[config.mk]
export PLATFORM = sky130hd
export DESIGN_NAME = reg_skid_rst_y_mode_s
export DESIGN_NICKNAME = d
export VERILOG_FILES = /design/src/rtl/reg_pkg.sv /design/src/rtl/reg_rst_y_mode_s_en_y.sv /design/src/rtl/reg_skid_rst_y_mode_s.sv
export SDC_FILE = /design/constraint.sdc
export NUM_CORES = 1
export LEC_CHECK = 0
export ABC_AREA = 1
export BUFFER_PORTS_ARGS = -buffer_cell sky130_fd_sc_hd__buf_2
export CAP_MARGIN = 0
export CORE_UTILIZATION = 35
export DETAILED_ROUTE_END_ITERATION = 8
export PLACE_DENSITY = 0.67
export SYNTH_ARGS = -nofsm -noshare
export SYNTH_HDL_FRONTEND = slang
export SYNTH_SLANG_ARGS = --single-unit
[constraint.sdc]
create_clock -name i_clk -period 1.3 [get_ports i_clk]
set_input_delay 0.13 -clock i_clk [delete_from_list [all_inputs] [get_ports i_clk]]
set_output_delay 0.13 -clock i_clk [all_outputs]
set_load 0.005 [all_outputs]
[src/rtl/reg_pkg.sv]
// Shared types and constants for the base register library.
// Holds the skid-buffer state encoding and the default payload width.
package reg_pkg;

    localparam int REG_DATA_WIDTH = 32;

    typedef enum logic [1:0] {
        SKID_EMPTY,
        SKID_BUSY,
        SKID_FULL
    } skid_state_e;

endpackage

[src/rtl/reg_rst_y_mode_s_en_y.sv]
// Enable register with synchronous active-low reset to RST_VAL.
// Ports: i_clk, i_rst_n, i_en (load strobe), i_d (next value), o_q (stored value).
module reg_rst_y_mode_s_en_y #(
    parameter int              WIDTH   = 32,
    parameter logic [WIDTH-1:0] RST_VAL = '0
) (
    input  logic             i_clk,
    input  logic             i_rst_n,
    input  logic             i_en,
    input  logic [WIDTH-1:0] i_d,
    output logic [WIDTH-1:0] o_q
);

    logic [WIDTH-1:0] r_q;

    always_ff @(posedge i_clk) begin
        if (!i_rst_n) begin
            r_q <= RST_VAL;
        end else if (i_en) begin
            r_q <= i_d;
        end
    end

    assign o_q = r_q;

endmodule

[src/rtl/reg_skid_rst_y_mode_s.sv]
// Two-entry skid register: valid/ready on both sides, registered ready/valid.
// Ports: i_clk, i_rst_n (sync, active-low); upstream i_valid/o_ready/i_data;
// downstream o_valid/i_ready/o_data (o_data comes straight from the main reg).
module reg_skid_rst_y_mode_s
    import reg_pkg::*;
#(
    parameter int                    DATA_WIDTH = REG_DATA_WIDTH,
    parameter logic [DATA_WIDTH-1:0] RST_VAL    = {DATA_WIDTH{1'b0}}
) (
    input  logic                  i_clk,
    input  logic                  i_rst_n,
    input  logic                  i_valid,
    output logic                  o_ready,
    input  logic [DATA_WIDTH-1:0] i_data,
    output logic                  o_valid,
    input  logic                  i_ready,
    output logic [DATA_WIDTH-1:0] o_data
);

    skid_state_e            r_state;
    skid_state_e            w_state_nxt;
    logic                   r_valid;
    logic                   r_ready;
    logic                   w_in_fire;
    logic                   w_out_fire;
    logic                   w_load_main;
    logic                   w_load_skid;
    logic                   w_sel_skid;
    logic [DATA_WIDTH-1:0]  w_main_d;
    logic [DATA_WIDTH-1:0]  w_main_q;
    logic [DATA_WIDTH-1:0]  w_skid_q;

    // Handshakes use the registered flags, so i_ready never reaches o_ready
    // combinationally.
    assign w_in_fire  = i_valid & r_ready;
    assign w_out_fire = r_valid & i_ready;

    always_comb begin
        w_state_nxt = r_state;
        w_load_main = 1'b0;
        w_load_skid = 1'b0;
        w_sel_skid  = 1'b0;
        case (r_state)
            SKID_EMPTY: begin
                if (w_in_fire) begin
                    w_load_main = 1'b1;
                    w_state_nxt = SKID_BUSY;
                end
            end
            SKID_BUSY: begin
                if (w_in_fire && w_out_fire) begin
                    w_load_main = 1'b1;
                end else if (w_in_fire) begin
                    w_load_skid = 1'b1;
                    w_state_nxt = SKID_FULL;
                end else if (w_out_fire) begin
                    w_state_nxt = SKID_EMPTY;
                end
            end
            SKID_FULL: begin
                if (w_out_fire) begin
                    w_load_main = 1'b1;
                    w_sel_skid  = 1'b1;
                    w_state_nxt = SKID_BUSY;
                end
            end
            default: begin
                // Unused encoding: drop back to a known-empty buffer.
                w_state_nxt = SKID_EMPTY;
            end
        endcase
    end

    always_ff @(posedge i_clk) begin
        if (!i_rst_n) begin
            r_state <= SKID_EMPTY;
            r_valid <= 1'b0;
            r_ready <= 1'b0;
        end else begin
            r_state <= w_state_nxt;
            r_valid <= (w_state_nxt != SKID_EMPTY);
            r_ready <= (w_state_nxt != SKID_FULL);
        end
    end

    assign w_main_d = w_sel_skid ? w_skid_q : i_data;

    reg_rst_y_mode_s_en_y #(
        .WIDTH   (DATA_WIDTH),
        .RST_VAL (RST_VAL)
    ) u_main (
        .i_clk   (i_clk),
        .i_rst_n (i_rst_n),
        .i_en    (w_load_main),
        .i_d     (w_main_d),
        .o_q     (w_main_q)
    );

    reg_rst_y_mode_s_en_y #(
        .WIDTH   (DATA_WIDTH),
        .RST_VAL (RST_VAL)
    ) u_skid (
        .i_clk   (i_clk),
        .i_rst_n (i_rst_n),
        .i_en    (w_load_skid),
        .i_d     (i_data),
        .o_q     (w_skid_q)
    );

    assign o_valid = r_valid;
    assign o_ready = r_ready;
    assign o_data  = w_main_q;

endmodule

**Word-level counts from Yosys, hierarchy flattened**

Cells that the tools add are included.
W data, S select, Z words.

- Bits in registers: 68
- Bits in latches: 0
- Memory bits (writable): 0
- ROM bits: 0
- Memories: 0

- Add/sub/neg operators: 0
- $mul: 0
- Div/mod/pow operators: 0
- Magnitude comparators: 0
- Equality and inequality tests: 3
- Shift operators: 0
- Mux-type cells: 14
- Bitwise gates (word level): 2
- Reduce and logical (&&, ||, !) cells: 3

Operators with widths:

| kind | number |
|---|---|
| $mux W32 | 1 |
| $mux W2 | 5 |
| $mux W1 | 6 |
| $pmux W2 S3 | 1 |
| $pmux W1 S3 | 1 |
| $and A1 B1 Y1 | 2 |
| $eq A2 B1 Y1 const B | 1 |
| $eq A2 B2 Y1 const B | 1 |
| $logic_not A2 Y1 | 1 |
| $ne A2 B2 Y1 const B | 1 |
| $reduce_bool A2 Y1 | 1 |
| $logic_and A1 B1 Y1 | 1 |

**Logic depth before layout (Yosys ltp)**

Gate-level depths: netlist of run 1.

- Depth in word-level cells: 6
- Depth in mapped cells: 9

**Modules after synthesis**

From an unflattened synthesis of run 1, not the netlist that was laid out.

- Cell total of the unflattened synthesis: 543
- Area, all modules: 3,363.2 µm²

Modules (own cells, without submodules):

| module | instances | cells an instance | area an instance (µm²) |
|---|---|---|---|
| reg_rst_y_mode_s_en_y | 2 | 202 | 1,335.0 |
| reg_skid_rst_y_mode_s | 1 | 139 | 693.2 |

**Worst setup path after synthesis of run 1**

No wires, ideal clock.

- Path type: register -> register
- From: reg r_valid (netlist: o_valid)
- To: reg u_main.r_q[10] (netlist: u_main.o_q[10])
- Library setup time: 0.113 ns
- Arrival time: 1.067 ns
- Setup slack: 0.120 ns
- Stages on the path, launching flop included: 9
- Buffers on the path: 1
- Cell sequence: dfxtp_1 -> nand2_1 -> inv_1 -> nand2_2 -> nand2_2 -> nand2_4 -> buf_4 -> nor2_1 -> nor2_1

- Word-level cells in the longest chain between the ends: 4
- Elaborated cells between the ends (all ways): 7
- Classes of those cells: mux: 5; bitwise: 1; reduce/logical: 1

Ends and longest elaborated chain:

| what | line | text |
|---|---|---|
| from (decl) | reg_skid_rst_y_mode_s.sv:22 | `logic r_valid;` |
| from (signal assigned) | reg_skid_rst_y_mode_s.sv:81 | `r_valid <= (w_state_nxt != SKID_EMPTY);` |
| $and A1 B1 Y1 * | reg_skid_rst_y_mode_s.sv:36 | `assign w_out_fire = r_valid & i_ready;` |
| $logic_and A1 B1 Y1 / $mux W1 (equally long branches) | reg_skid_rst_y_mode_s.sv:51, reg_skid_rst_y_mode_s.sv:61 |  |
| $mux W1, on equally long branches | reg_skid_rst_y_mode_s.sv:51, reg_skid_rst_y_mode_s.sv:43 |  |
| $pmux W1 S3 / $mux W32 (equally long branches) | reg_skid_rst_y_mode_s.sv:43, reg_skid_rst_y_mode_s.sv:86 |  |
| to (signal assigned) | reg_rst_y_mode_s_en_y.sv:20 | `r_q <= i_d;` |
| to (decl) | reg_rst_y_mode_s_en_y.sv:14 | `logic [WIDTH-1:0] r_q;` |

Every way passes the cells marked *; elsewhere a longest branch is shown, timed or not.
A chain may end at the register's enable or synchronous reset.

**Worst setup path in the final report of run 1**

- From: reg r_state[1]
- To: reg u_main.r_q[17] (netlist: u_main.o_q[17])

- Word-level cells in the longest chain between the ends: 3
- Elaborated cells between the ends (all ways): 6
- Classes of those cells: eq/ne: 2; mux: 3; reduce/logical: 1

Ends and longest elaborated chain:

| what | line | text |
|---|---|---|
| from (decl) | reg_skid_rst_y_mode_s.sv:20 | `skid_state_e r_state;` |
| from (signal assigned) | reg_skid_rst_y_mode_s.sv:80 | `r_state <= w_state_nxt;` |
| $eq A2 B2 Y1 | reg_skid_rst_y_mode_s.sv:43 | `case (r_state)` |
| $mux W1 | reg_skid_rst_y_mode_s.sv:43 |  |
| $mux W32 | reg_skid_rst_y_mode_s.sv:86 | `assign w_main_d = w_sel_skid ? w_skid_q : i_data;` |

Parallel ways exist; a longest one is shown, timed or not.

==> results of run 1 <==
critical path: cells and delay by family (launching register included):
| kind | cells | cell delay, ns |
|---|---|---|
| buffers and inverters | 3 | 0.34 |
| AND/OR/NAND/NOR | 6 | 0.53 |
| flip-flops | 1 | 0.34 |
cell families (layout without fill, tap and decap cells):
| group | count (synthesis) | in the layout | share of synthesized area [%] |
|---|---|---|---|
| AOI/OAI and AO/OA | 35 | 35 | 5.848 |
| xor gates and xnor gates | 1 | 1 | 0.2925 |
| buffers and inverters | 64 | 152 | 9.649 |
| DFF | 68 | 68 | 45.45 |
| and+or+nand+nor | 303 | 304 | 38.76 |
through the flow:
stage	power, mW	utilization (%)
6_report	5.042	49.62
5_1_grt	5.302	49.62
4_1_cts	4.834	44.80
3_5_place_dp	3.065	42.32
3_3_place_gp	3.053	42.32
2_1_floorplan	2.789	-
cell usage in the layout, fill, tap and decap left out, types with 4 or more instances in the layout:
| cell | instances |
|---|---|
| buf_12 | 4 |
| buf_2 | 69 |
| buf_4 | 11 |
| buf_6 | 8 |
| clkbuf_16 | 5 |
| clkbuf_8 | 11 |
| clkinv_2 | 4 |
| dfxtp_1 | 65 |
| inv_1 | 35 |
| nand2_1 | 145 |
| nand2_2 | 18 |
| nand2_4 | 5 |
| nor2_1 | 116 |
| nor2_2 | 12 |
| nor2_4 | 4 |
| o21ai_0 | 29 |
| o21ai_1 | 4 |
timing repair:
| action | 4_1_cts | 5_1_grt |
|---|---|---|
| setup endpoints to repair | 5 | 67 |
| gates resized for setup | 2 | 67 |
| cloned | 0 | 12 |
| pin swaps | 0 | 12 |
synth_stat cells:
library cell / instances / area [um^2]
a21oi_1: 2 / 10.01
buf_2: 12 / 60.06
buf_4: 3 / 22.52
buf_6: 3 / 33.78
clkbuf_1: 7 / 26.28
dfxtp_1: 68 / 1361
inv_1: 37 / 138.9
inv_2: 2 / 7.510
nand2_1: 166 / 623.1
nand2_2: 3 / 18.77
nand2_4: 1 / 11.26
nand3_1: 1 / 5.000
nor2_1: 129 / 484.2
nor2_2: 3 / 18.77
o21ai_0: 30 / 150.1
o21ai_1: 3 / 15.01
xor2_1: 1 / 8.760
worst paths after layout:
| kind | cells past startpoint | endpoint | startpoint |
|---|---|---|---|
| max | 9 | u_main.o_q[17] | r_state[1] |
| min | 3 | u_skid.o_q[22] | i_data[22] |
| max reg2reg | 9 | u_main.o_q[17] | r_state[1] |
| min reg2reg | 4 | u_main.o_q[22] | u_main.o_q[22] |
state kept, by name, summed over array words and instances (netlist names):
signal / cells
u_skid.o_q: 32
u_main.o_q: 32
o_ready: 1
r_state: 2
o_valid: 1
power by group:
group / leakage [nW] / internal, mW / switching [mW] / total (mW)
logic: 1.54 / 0.435 / 0.518 / 0.954
registers: 0.557 / 2.24 / 0.0769 / 2.32
clock network: 0.109 / 0.978 / 0.790 / 1.77
total: 2.20 / 3.66 / 1.39 / 5.04
layout make-up:
class / instances / area [um^2] / share of cell area, %
timing repair buffer: 97 / 723.2 / 17.65
inverter: 39 / 153.9 / 3.756
clock inverter: 5 / 50.05 / 1.221
tap: 105 / 131.4 / 3.206
multi-input combinational: 340 / 1523 / 37.16
clock buffer: 11 / 151.4 / 3.695
sequential: 68 / 1365 / 33.31
layer usage:
layer	part of all wire [%]	vias up	GRT usage [%]
met4	1.2	0	6.818
met3	5.5	9	3.623
met1	48	1308	21.14
li1	-	1567	-
met5	0	-	0
met2	45	98	26.63
==> metrics.md, run 1 <==
| Metric | Value |
|---|---|
| Status | finished clean |
| Drt drc | 0 |
| Reg-to-reg slack, setup | 0.002 ns |
| CP Capture Type | flip-flop |
| Max Clock Skew | about 0.0058 ns |
| Die X | 94.51 um |
| Max Slew Vio Count | 0 |
| Sequential area share after synthesis | between 40% and 50% |
| Hold Violations, Final | 0 |
| Final wirelength | approximately 8100 um |
| Max clock buf depth | 2 |
| Die height | roughly 95 um |
| Antenna Nets Post-Route | 0 |
| Via/cell ratio | about 4.5 |
| GRT Overall Usage | between 10% and 20% |
| DR pass1 iterations | 4 |
| CP max stage delay | around 0.34 ns |
| Worst path cell trace | inv_2, buf_6, nor2_4, nand2_4, nand2_8, nand2_8, clkbuf_16, nor2_1, nor2_1 |
| Post-placement cell count | roughly 640 |
| Num CTS Buffers | 9 |
| Core Region | 8258 um^2 |
| Final Setup Violations | 0 |
| Initial antenna violation count | 0 |
| H-tree Lvls | 3 |
| Finished Layout Cells | between 600 and 700 |
| Mapped Avg Cell Area | between 6 and 7 um^2 |
| Initial Utilization | a little over a third |
| Worst-Skew Late Latency | ~0.33 ns |
| CTS clock-pin slew for the worst setup and hold paths | ~0.070 ns |
| Max-cap viol count | 0 |
| Antenna Diode Count | 0 |
| Detailed-route via count | between 2k and 3k |
| Tcrit/Tclk final | between 90% and 100% |
| Critical Path AT | about 1.5 ns |
| Largest net degree at the start of global routing | 39 |
| Pre-CTS setup slack | -0.2287 ns |
| # hold bufs at CTS | 0 |
| Number of synthesized register bits | 68 |
| Port bufs | around 70 |
| Type of origin of the critical path | flip-flop |
| Post-Syn Instances | roughly 470 |
| Pwr dens | ~1200 nW/um^2 |
| Clk sinks | 68 |
| Netlist cell types | 17 |
| Gpl congestion | about 0.75 |
| Syn Nets | a little over 500 |
| P&R area growth vs syn | 36.80% |
| Post-Syn Area | roughly 3000 um^2 |
| CP max FO | 13 |
| Setup TNS Final | 0 ns |
| CTS tree | built |
| Hold_ws | roughly 0.039 ns |
| Fin worst setup slack | between 0.002 and 0.0025 ns |
| Vias in the first global route | between 2k and 3k |
| Critical path type | flip-flop to flip-flop |
| Layout cell share with drive strength beyond 1 | 29.11% |
| Slew margin rel. | 73.96% |
| Fin nets | 591 |
| Total gr overflow | 0 |
| 1st-iter DRT viols | between 150 and 200 |
| Routed WL per cell | 12.12 um |
| RSZ-0062 raised after global routing | true |
| Hpwl dp | 4541 um |
| CP max-delay cell | dfxtp_2 |
| Fillers | 846 |
| Setup Buffers After CTS | 0 |
| First-pass GRT wire length | approximately 12000 um |
| Hold Path Class | input pin to flip-flop |
| Min cycle time layout | between 1 and 1.5 ns |
| Synth warnings | 0 |
| Design Area, Final | 4098 um^2 |
| I/O pin cnt | 70 |
| Slew @ Worst Pin | ~0.39 ns |
| Root Buffer | clkbuf_8 |
| Full die area | 8932 um^2 |
| Cell Area, Placed | between 3000 and 4000 um^2 |
| Pleak | approximately 2.2 nW |
| FMAX | 770.7 MHz |
| Worst-case vdd ir drop | roughly 0.52 mV |
| # rows | 33 |
| Worst path required time | about 1.5 ns |
No activity file was read; power rests on OpenSTA's default activity.
==> inputs of run 2 (changes only) <==
CORE_UTILIZATION = 45   (was 35)
PLACE_DENSITY = 0.8   (was 0.67)
==> run 2 against run 1 <==
Compared with the run above:
- clock power about the same
- sequential power about the same
- via count decreased by 3.2%
- non-clock buffer count decreased by 11
- sequential share of layout area increased by 2.6 points
- critical path type unchanged
- register-to-register slack improved by 0.02 ns
- count of clock-buffer cells in the layout decreased by 1
- total power decreased by 3.5%
- global-route usage increased by 4.1 points
- final cell count decreased by 6.0%
- combinational power decreased by 18%
==> metrics.md, run 2 (synthesis gave the netlist of run 1 again) <==
| Metric | Value |
|---|---|
| Num CTS Buffers | 9 (unchanged) |
| Setup Buffers After CTS | 0 (unchanged) |
| Design Area, Final | 3796 um^2 (-7.4%) |
| CP max-delay cell | dfxtp_2 |
| Worst path cell trace | inv_2, nor2_2, nand2_2, nand2_4, nand2_8, clkbuf_16, nor2_1, nor2_1 |
| Most frequent cells in the layout | nand2_1, nor2_1, buf_2 |
| Via/cell ratio | 4.619 (+3.0%) |
| Status | finished clean |
| Max Clock Skew | 0.007095 ns (+0.001301 ns) |
| CTS clock-pin slew for the worst setup and hold paths | 0.07 ns (about the same) |
| Slew @ Worst Pin | 0.2479 ns (-0.1427 ns) |
| I/O pin cnt | 70 (unchanged) |
| Total gr overflow | 0 (unchanged) |
| Pre-CTS setup slack | -0.02059 ns (+0.2081 ns) |
| Pleak | 2.091 nW (-5.1%) |
| 1st-iter DRT viols | 142 (-7.2%) |
| Final wirelength | 7140 um (-11%) |
| Routed WL per cell | 11.42 um (-5.8%) |
| # hold bufs at CTS | 0 (unchanged) |
| Finished Layout Cells | 625 (-6.0%) |
| Tcrit/Tclk final | 98.58% (-1.2 points) |
| Port bufs | 69 (unchanged) |
| Initial Utilization | 46.90% (+11 points) |
| Hold Violations, Final | 0 (unchanged) |
| Hold Path Class | input pin to flip-flop |
| GRT Overall Usage | 20.53% (+4.1 points) |
| P&R area growth vs syn | 26.73% |
| CP max FO | 15 (+2) |
| Critical path type | flip-flop to flip-flop |
| Max clock buf depth | 2 (unchanged) |
| Layout cell share with drive strength beyond 1 | 23.72% (-5.4 points) |
| Initial antenna violation count | 0 (unchanged) |
| CP max stage delay | 0.36 ns (+0.02 ns) |
| # rows | 29 (-12%) |
| Drt drc | 0 (unchanged) |
| Type of origin of the critical path | flip-flop |
| Commonest non-fill, non-tap cell in the layout | nand2_1 |
| Post-placement cell count | 607 (-4.7%) |
| Antenna Nets Post-Route | 0 (unchanged) |
| Largest net degree at the start of global routing | 34 (-13%) |
| Fin worst setup slack | 0.01841 ns (+0.01592 ns) |
| Worst path most repeated cell | nor2_1 |
| CTS tree | built |
| FMAX | 780.3 MHz (+1.2%) |
| Core Region | 6386 um^2 (-23%) |
| DR pass1 iterations | 5 (+1) |
| Fin nets | 579 (-2.0%) |
| Antenna Diode Count | 0 (unchanged) |
| Die height | 83.59 um (-12%) |
| Worst-case vdd ir drop | 0.7033 mV (+35%) |
| Hold_ws | 0.03009 ns (-0.008596 ns) |
| Root Buffer | clkbuf_8 |
| Worst-Skew Late Latency | 0.34 ns (about the same) |
| Worst path required time | 1.54 ns (about the same) |
| Min cycle time layout | 1.282 ns (-0.01592 ns) |
| Pwr dens | 1282 nW/um^2 (+4.2%) |
| Final Setup Violations | 0 (unchanged) |
| Detailed-route via count | 2887 (-3.2%) |
| Die X | 83.59 um (-12%) |
| Cell Area, Placed | 3457 um^2 (-1.1%) |
| Fillers | 613 (-28%) |
| Max Slew Vio Count | 0 (unchanged) |
| Vias in the first global route | 2622 (-1.4%) |
| H-tree Lvls | 3 (unchanged) |
| Clk sinks | 68 (unchanged) |
| First-pass GRT wire length | 11600 um (+0.83%) |
| Full die area | 6986 um^2 (-22%) |
| Gpl congestion | 0.7838 (+4.5%) |
| RSZ-0062 raised after global routing | true |
| CP Capture Type | flip-flop |
| Max-cap viol count | 0 (unchanged) |
| Hpwl dp | 4612 um (+1.6%) |
| Critical Path AT | 1.52 ns (about the same) |
| Slew margin rel. | 83.30% (+9.3 points) |
-- run 2: changes by cell type in the layout (fill, tap and decap cells not counted), sizes merged --
cell / before / now
nand2: 171 / 170
clkinv: 4 / 3
clkinvlp: 0 / 2
buf: 92 / 84
clkbuf: 16 / 12
-- run 2: where the power goes --
group	internal [mW]	total [mW]	leakage [nW]	switching (mW)
Clock	0.934	1.76	0.0983	0.822
Sequential	2.24	2.33	0.557	0.0826
Combinational	0.348	0.783	1.44	0.435
Total	3.53	4.87	2.09	1.34
-- run 2: cell type report --
| cell class | count | area (um^2) | area share [%] |
|---|---|---|---|
| Tap cell | 77 | 96.34 | 2.538 |
| Multi-Input combinational cell | 339 | 1414 | 37.24 |
| Timing Repair Buffer | 86 | 573.1 | 15.10 |
| Clock inverter | 6 | 63.81 | 1.681 |
| Clock buffer | 10 | 137.6 | 3.626 |
| Sequential cell | 68 | 1365 | 35.96 |
| Inverter | 39 | 146.4 | 3.856 |
-- run 2: critical path, delay by kind of cell, from the launching register on --
kind	cells	cell delay, ns
simple gates	6	0.58
buf+inv	2	0.24
flops	1	0.36
-- run 2: timing repair --
item                                    4_1_cts  5_1_grt
endpoints found under the setup margin       20       61
pin swaps                                     0        2
gates resized for setup                       1       27
cloned                                        0        2
-- run 2: worst paths after layout --
check	start	endpoint	slack, ns	cells after the start
worst max-delay path	r_state[1]	u_main.o_q[12]	0.02	8
worst min register to register	u_main.o_q[10]	u_main.o_q[10]	0.51	4
worst max register to register	r_state[1]	u_main.o_q[12]	0.02	8
worst min-delay path	i_data[28]	u_skid.o_q[28]	0.03	3
-- run 2: metal layers --
layer	track usage (%)	vias to the layer above	part of all wire, %	wire length, um
met5	0	-	0	0
met4	8.937	0	1.6	112
met3	5.836	10	4.9	352
met2	34.22	88	48	3430
met1	24.60	1249	45	3245
li1	-	1540	-	-
-- run 2: stage by stage --
step	total power [mW]	util (%)	setup TNS (ns)
floorplan	2.789	-	0
global placement	3.041	54.13	0
detailed placement	3.071	54.13	-0.03422
CTS	4.825	57.37	-0.005575
global route	5.120	59.44	-0.9416
finish	4.865	59.44	0
